==> src/rtl/multicycle_control_fsm.sv <==
// Main control FSM for the multicycle RV32I datapath. Sequences each
// instruction through fetch/decode/execute/memory/writeback and drives the
// ALU operation class, datapath mux selects and write enables per state.
// The memory states stretch while mem_ready is low.
module multicycle_control_fsm (
  input  logic       clk,
  input  logic       rst_n,
  input  logic [6:0] op,
  input  logic       zero,
  input  logic       mem_ready,
  output logic [1:0] ALUOp,
  output logic [1:0] ALUSrcA,
  output logic [1:0] ALUSrcB,
  output logic [1:0] ResultSrc,
  output logic [1:0] ImmSrc,
  output logic       AdrSrc,
  output logic       IRWrite,
  output logic       PCWrite,
  output logic       RegWrite,
  output logic       MemWrite,
  output logic       retire,
  output logic       illegal
);

  localparam logic [6:0] OP_LW   = 7'b0000011;
  localparam logic [6:0] OP_SW   = 7'b0100011;
  localparam logic [6:0] OP_R    = 7'b0110011;
  localparam logic [6:0] OP_I    = 7'b0010011;
  localparam logic [6:0] OP_BEQ  = 7'b1100011;
  localparam logic [6:0] OP_JAL  = 7'b1101111;

  typedef enum logic [3:0] {
    S_FETCH, S_DECODE, S_MEMADR, S_MEMREAD, S_MEMWB, S_MEMWRITE,
    S_EXECUTER, S_EXECUTEI, S_ALUWB, S_BEQ, S_JAL
  } state_t;

  state_t state, state_next;
  logic   pc_update;
  logic   branch;

  // State register with synchronous active-low reset.
  always_ff @(posedge clk) begin
    // NOTE: state registers use non-blocking assignment so every flop
    // samples the pre-edge value of the combinational logic.
    if (!rst_n) state <= S_FETCH;
    else        state <= state_next;
  end

  // Immediate format follows the opcode in every state.
  always_comb begin
    unique case (op)
      OP_SW:   ImmSrc = 2'b01;
      OP_BEQ:  ImmSrc = 2'b10;
      OP_JAL:  ImmSrc = 2'b11;
      default: ImmSrc = 2'b00;
    endcase
  end

  // Next-state and Moore outputs, with mem_ready gating and reset override.
  always_comb begin
    // NOTE: every output gets a default first so no path through the case
    // leaves a variable unassigned, which would infer a latch.
    state_next = S_FETCH;
    ALUOp      = 2'b00;
    ALUSrcA    = 2'b00;
    ALUSrcB    = 2'b00;
    ResultSrc  = 2'b00;
    AdrSrc     = 1'b0;
    IRWrite    = 1'b0;
    pc_update  = 1'b0;
    branch     = 1'b0;
    RegWrite   = 1'b0;
    MemWrite   = 1'b0;
    retire     = 1'b0;
    illegal    = 1'b0;

    case (state)
      S_FETCH: begin
        ALUSrcB    = 2'b10;
        ResultSrc  = 2'b10;
        IRWrite    = mem_ready;
        pc_update  = mem_ready;
        state_next = mem_ready ? S_DECODE : S_FETCH;
      end
      S_DECODE: begin
        // Precompute the branch target OldPC + imm while decoding.
        ALUSrcA = 2'b01;
        ALUSrcB = 2'b01;
        case (op)
          OP_LW, OP_SW: state_next = S_MEMADR;
          OP_R:         state_next = S_EXECUTER;
          OP_I:         state_next = S_EXECUTEI;
          OP_BEQ:       state_next = S_BEQ;
          OP_JAL:       state_next = S_JAL;
          default: begin
            illegal    = 1'b1;
            state_next = S_FETCH;
          end
        endcase
      end
      S_MEMADR: begin
        ALUSrcA    = 2'b10;
        ALUSrcB    = 2'b01;
        state_next = (op == OP_SW) ? S_MEMWRITE : S_MEMREAD;
      end
      S_MEMREAD: begin
        AdrSrc     = 1'b1;
        state_next = mem_ready ? S_MEMWB : S_MEMREAD;
      end
      S_MEMWB: begin
        ResultSrc  = 2'b01;
        RegWrite   = 1'b1;
        retire     = 1'b1;
        state_next = S_FETCH;
      end
      S_MEMWRITE: begin
        AdrSrc     = 1'b1;
        MemWrite   = 1'b1;
        retire     = mem_ready;
        state_next = mem_ready ? S_FETCH : S_MEMWRITE;
      end
      S_EXECUTER: begin
        ALUSrcA    = 2'b10;
        ALUOp      = 2'b10;
        state_next = S_ALUWB;
      end
      S_EXECUTEI: begin
        ALUSrcA    = 2'b10;
        ALUSrcB    = 2'b01;
        ALUOp      = 2'b10;
        state_next = S_ALUWB;
      end
      S_ALUWB: begin
        RegWrite   = 1'b1;
        retire     = 1'b1;
        state_next = S_FETCH;
      end
      S_BEQ: begin
        ALUSrcA    = 2'b10;
        ALUOp      = 2'b01;
        branch     = 1'b1;
        retire     = 1'b1;
        state_next = S_FETCH;
      end
      S_JAL: begin
        // PC <= branch target from DECODE; ALU forms the link OldPC + 4.
        ALUSrcA    = 2'b01;
        ALUSrcB    = 2'b10;
        pc_update  = 1'b1;
        state_next = S_ALUWB;
      end
      default: state_next = S_FETCH;
    endcase

    // During reset, show FETCH selects and suppress every side effect.
    if (!rst_n) begin
      ALUOp     = 2'b00;
      ALUSrcA   = 2'b00;
      ALUSrcB   = 2'b10;
      ResultSrc = 2'b10;
      AdrSrc    = 1'b0;
      IRWrite   = 1'b0;
      pc_update = 1'b0;
      branch    = 1'b0;
      RegWrite  = 1'b0;
      MemWrite  = 1'b0;
      retire    = 1'b0;
      illegal   = 1'b0;
    end

    PCWrite = pc_update | (branch & zero);
  end

endmodule

==> config.mk <==
export PLATFORM = sky130hd
export DESIGN_NAME = multicycle_control_fsm
export DESIGN_NICKNAME = d
export VERILOG_FILES = /design/src/rtl/multicycle_control_fsm.sv
export SDC_FILE = /design/constraint.sdc
export NUM_CORES = 1
export LEC_CHECK = 0
export BUFFER_PORTS_ARGS = -buffer_cell sky130_fd_sc_hd__clkbuf_2
export CORE_AREA = 2 2 41 43
export DETAILED_ROUTE_END_ITERATION = 10
export DIE_AREA = 0 0 43 45
export PLACE_DENSITY = 0.72
export SETUP_SLACK_MARGIN = 0.5
export SYNTH_ARGS = -nofsm -noshare
export SYNTH_HDL_FRONTEND = slang
export SYNTH_SLANG_ARGS = --single-unit
==> constraint.sdc <==
create_clock -name clk -period 1.7 [get_ports clk]
set_input_delay 0.51 -clock clk [delete_from_list [all_inputs] [get_ports clk]]
set_output_delay 0.51 -clock clk [all_outputs]
set_load 0.01 [all_outputs]
==> results of run 1 <==
stage by stage:
stage / util / setup slack [ns]
floorplan: - / 0.03273
global placement: 0.7211 / -0.2078
detailed placement: 0.7211 / -0.2301
CTS: 0.9201 / -0.1708
synthesized netlist by cell type, types with 2 or more instances:
| library cell | n | area, µm² |
|---|---|---|
| nor2b_1 | 6 | 37.54 |
| or4_1 | 2 | 15.01 |
| nand4_1 | 2 | 12.51 |
| o21ai_0 | 4 | 20.02 |
| and3b_1 | 3 | 26.28 |
| dfxtp_1 | 4 | 80.08 |
| nor3b_1 | 3 | 22.52 |
| nand3_1 | 3 | 15.01 |
| nand2b_1 | 6 | 37.54 |
| mux2i_1 | 3 | 30.03 |
| xor2_1 | 2 | 17.52 |
| a211oi_1 | 2 | 15.01 |
| clkbuf_1 | 3 | 11.26 |
| a21oi_1 | 4 | 20.02 |
| nor2_1 | 12 | 45.04 |
| nand2_1 | 10 | 37.54 |
| buf_2 | 3 | 15.01 |
kinds of logic after synthesis:
logic type,after synthesis,synth area share
simple gates,56,0.5388
mux,3,0.04772
buf+inv,7,0.05963
flops,4,0.1272
compound gates,18,0.1988
xor+xnor,2,0.02784
what timing repair did:
item | 4_1_cts
setup buffers | 18
hold buffers | 0
pin swaps | 17
gates resized for setup | 33
setup endpoints to repair | 21
==> results.sh, run 1 <==
export IMPL_status="did not finish"
export IMPL_haltStage="global routing"
export IMPL_firstError="[ERROR DPL-0038] Utilization greater than 100%, impossible to legalize"
export IMPL_portBuffers=27
export IMPL_cts_sinks=4
export IMPL_rows=14
export IMPL_start_util=0.4277
export IMPL_synth_top_flop_cell="dfxtp_1"
export IMPL_die_height_um=45
export IMPL_root_buffer="clkbuf_4"
export IMPL_ys_seq_elements=4
export IMPL_synth_cell_types=35
export IMPL_grt_max_degree=11
export IMPL_syn_inst=90
export IMPL_avgSynthCellArea_um2=6.993
export IMPL_detailed_place_hpwl_um=1459
export IMPL_synth_nets=101
export IMPL_repair_timing_grt_worst_ep="ImmSrc[0]"
export IMPL_dp_cells=144
export IMPL_yosysWarnings=0
export IMPL_placed_area_um2=1061
export IMPL_place_gp_congestion=0.8019
export IMPL_synth_edf_count=0
export IMPL_cts_max_path_buffers=2
export IMPL_syn_area_um2=629.4
export IMPL_htree_levels=1
export IMPL_synth_seq_area_share=0.1272
export IMPL_die_x_um=43
export IMPL_cts_buffers=3
export IMPL_worst_ep_kind="output port"
export IMPL_async_reset_ff_frac=0
export IMPL_pin_count=28
==> inputs of run 2 (changes only) <==
--- a/config.mk
+++ b/config.mk
@@ -6,11 +6,10 @@
 export NUM_CORES = 1
 export LEC_CHECK = 0
 export BUFFER_PORTS_ARGS = -buffer_cell sky130_fd_sc_hd__clkbuf_2
-export CORE_AREA = 2 2 41 43
+export CORE_AREA = 2 2 63 65
 export DETAILED_ROUTE_END_ITERATION = 10
-export DIE_AREA = 0 0 43 45
-export PLACE_DENSITY = 0.72
-export SETUP_SLACK_MARGIN = 0.5
+export DIE_AREA = 0 0 65 67
+export PLACE_DENSITY_LB_ADDON = 0.15
 export SYNTH_ARGS = -nofsm -noshare
 export SYNTH_HDL_FRONTEND = slang
 export SYNTH_SLANG_ARGS = --single-unit
==> run 2 against run 1 <==
The flow now finishes, with violations (setup timing). Area after synthesis unchanged. Synthesized cell count unchanged.
==> results.sh, run 2 <==
export IMPL_status="finished, violations left"
export IMPL_violations="setup timing"
export IMPL_power_leakage_uw=0.0006155
export IMPL_ff2ff_path_depth=6
export IMPL_top_regs="state (4)"
export IMPL_portBuffers=27
export IMPL_netlist_area_leader_share=0.1272
export IMPL_synth_seq_area_share=0.1272
export IMPL_num_nets_final=162
export IMPL_ys_seq_elements=4
export IMPL_syn_inst=90
export IMPL_overflow=0
export IMPL_ant_nets=0
export IMPL_diodes=0
export IMPL_core_area_um2=3606
export IMPL_fin_skew_ns=0.003077
export IMPL_cts_buffers=3
export IMPL_worstSetupPathType="input pin to output port"
export IMPL_setup_viol=11
export IMPL_ys_top_cells_by_count="nor2_1 (12), nand2_1 (10), nand2b_1 (6), nor2b_1 (6)"
export IMPL_pin_count=28
export IMPL_worstPathMaxFanout=4
export IMPL_maxCapViolations=0
export IMPL_clk_latency_ns=0.21
export IMPL_async_reset_ff_frac=0
export IMPL_maxSlewHeadroom=0.8005
export IMPL_holdPathStages=4
export IMPL_ir_drop_mv=0.1895
export IMPL_final_common_cell="buf_4"
export IMPL_avgSynthCellArea_um2=6.993
export IMPL_totalWireLength_um=2185
export IMPL_drc_errors=0
export IMPL_detailed_place_hpwl_um=1608
export IMPL_grt_max_degree=12
export IMPL_end_kind="output port"
export IMPL_nFillCells=375
export IMPL_timing_fmax_mhz=536.2
export IMPL_area_growth_pct=105.8
export IMPL_track_usage=0.1017
export IMPL_grt_pass1_vias=791
export IMPL_synth_most_common_cell="nor2_1"
export IMPL_die_height_um=67
export IMPL_startpoint_type="input pin"
export IMPL_post_synth_top_area_cell="dfxtp_1"
export IMPL_rows=22
export IMPL_drv_slew=0
export IMPL_grt_pass1_wl_um=3456
export IMPL_htree_levels=1
export IMPL_cts_max_path_buffers=2
export IMPL_hold_viol_final=0
export IMPL_synth_cell_types=35
export IMPL_hold_slack_ns=0.6976
export IMPL_dieArea_um2=4355
export IMPL_layout_drive_gt1_share=0.6040
export IMPL_required_ns=1.19
export IMPL_synth_top_flop_cell="dfxtp_1"
export IMPL_synth_edf_count=0
export IMPL_yosysWarnings=0
export IMPL_num_vias=843
export IMPL_clk_pin_slew_worst_paths_ns=0.03
export IMPL_cts_sinks=4
export IMPL_post_route_period_util=1.097
export IMPL_syn_area_um2=629.4
export IMPL_holdBufCountCts=0
export IMPL_start_util=0.1745
export IMPL_worst_pin_slew_ns=0.2980
export IMPL_cts_tree="yes"
export IMPL_synth_nets=101
export IMPL_yosys_top_cells_area="dfxtp_1 (13%), nor2_1 (7.2%), nand2_1 (6.0%), nand2b_1 (6.0%), nor2b_1 (6.0%)"
export IMPL_grt_antenna_before_repair=0
export IMPL_drt_iter0_drc=24
export IMPL_largest_register_ffs=4
export IMPL_place_gp_congestion=0.7165
export IMPL_period_minus_slack_ns=1.865
export IMPL_die_x_um=65
export IMPL_avgViaCountPerCell=4.279
export IMPL_wl_per_cell_um=11.09
export IMPL_final_cell_mix="buf_4 (31), buf_2 (14), clkbuf_2 (9)"
export IMPL_hold_class="input pin to flip-flop"
export IMPL_rsz0062_at_grt="yes"
export IMPL_cp_arrival_ns=1.36
export IMPL_worst_slack_ns=-0.1650
export IMPL_largest_register="state"
export IMPL_powerDensity_nw_per_um2=345.0
export IMPL_dr_pass1_iters=4
export IMPL_setup_tns_ns=-0.5949
export IMPL_root_buffer="clkbuf_8"
## run 2: cells by family (layout without fill, tap and decap cells)
kind of cell	count (synthesis)	after routing	share of synthesized area
simple gates	56	56	0.5388
compound gates	18	18	0.1988
buf+inv	7	66	0.05963
flops	4	4	0.1272
mux	3	3	0.04772
xor+xnor	2	2	0.02784
## run 2: critical path: stages
cell and delay [ns]:
buf_6 0.09, or3_4 0.41, a211oi_2 0.19, buf_2 0.16
## run 2: report_power, final
group	leakage, µW	total, µW	internal, µW	switching (µW)
logic	0.000558	156	87.0	69.4
registers	0.0000355	95.4	91.4	4.00
clock network	0.0000216	195	150	44.5
total	0.000615	447	329	118
## run 2: final timing paths
path | end | slack [ns] | start
hold reg to reg | state[1]$_SDFF_PN0_ | 0.70 | state[1]$_SDFF_PN0_
hold / removal | state[0]$_SDFF_PN0_ | 0.70 | op[2]
setup reg to reg | state[0]$_SDFF_PN0_ | 0.08 | state[2]$_SDFF_PN0_
setup / recovery | ImmSrc[0] | -0.17 | op[6]
## run 2: repair_timing
item | in CTS | in global routing
buffers inserted | 6 | 6
gates resized for setup | 26 | 34
hold endpoints to repair | 0 | 0
endpoints found under the setup margin | 17 | 15
pin swaps | 12 | 13
## run 2: per-layer routing
metal / vias up / wire length (µm) / track usage
met3: 2 / 113 / 0.02872
met2: 21 / 1125 / 0.1817
met5: - / 0 / 0
met1: 377 / 933 / 0.1196
met4: 0 / 12 / 0.02394
li1: 443 / - / -
## run 2: final cells by class
cell class | count | area (µm²) | share of cell area
Multi-Input combinational cell | 79 | 633.1 | 0.4889
Timing Repair Buffer | 63 | 465.4 | 0.3594
Sequential cell | 4 | 95.09 | 0.07343
Tap cell | 48 | 60.06 | 0.04638
Clock buffer | 3 | 41.29 | 0.03188
## run 2: per-stage QoR
stage / instance area [µm²] / util / instances / setup slack, ns / total power, µW
floorplan: 649.4 / - / 90 / -0.03962 / 159.5
global placement: 1007 / 0.2793 / 183 / -0.2021 / 221.6
detailed placement: 1007 / 0.2793 / 183 / -0.2073 / 221.9
CTS: 1184 / 0.3282 / 192 / -0.1796 / 436.4
global route: 1295 / 0.3591 / 197 / -0.2255 / 475.5
finish: 1295 / 0.3591 / 197 / -0.1650 / 446.8
Note: power is estimated with default switching activity, not from simulation.
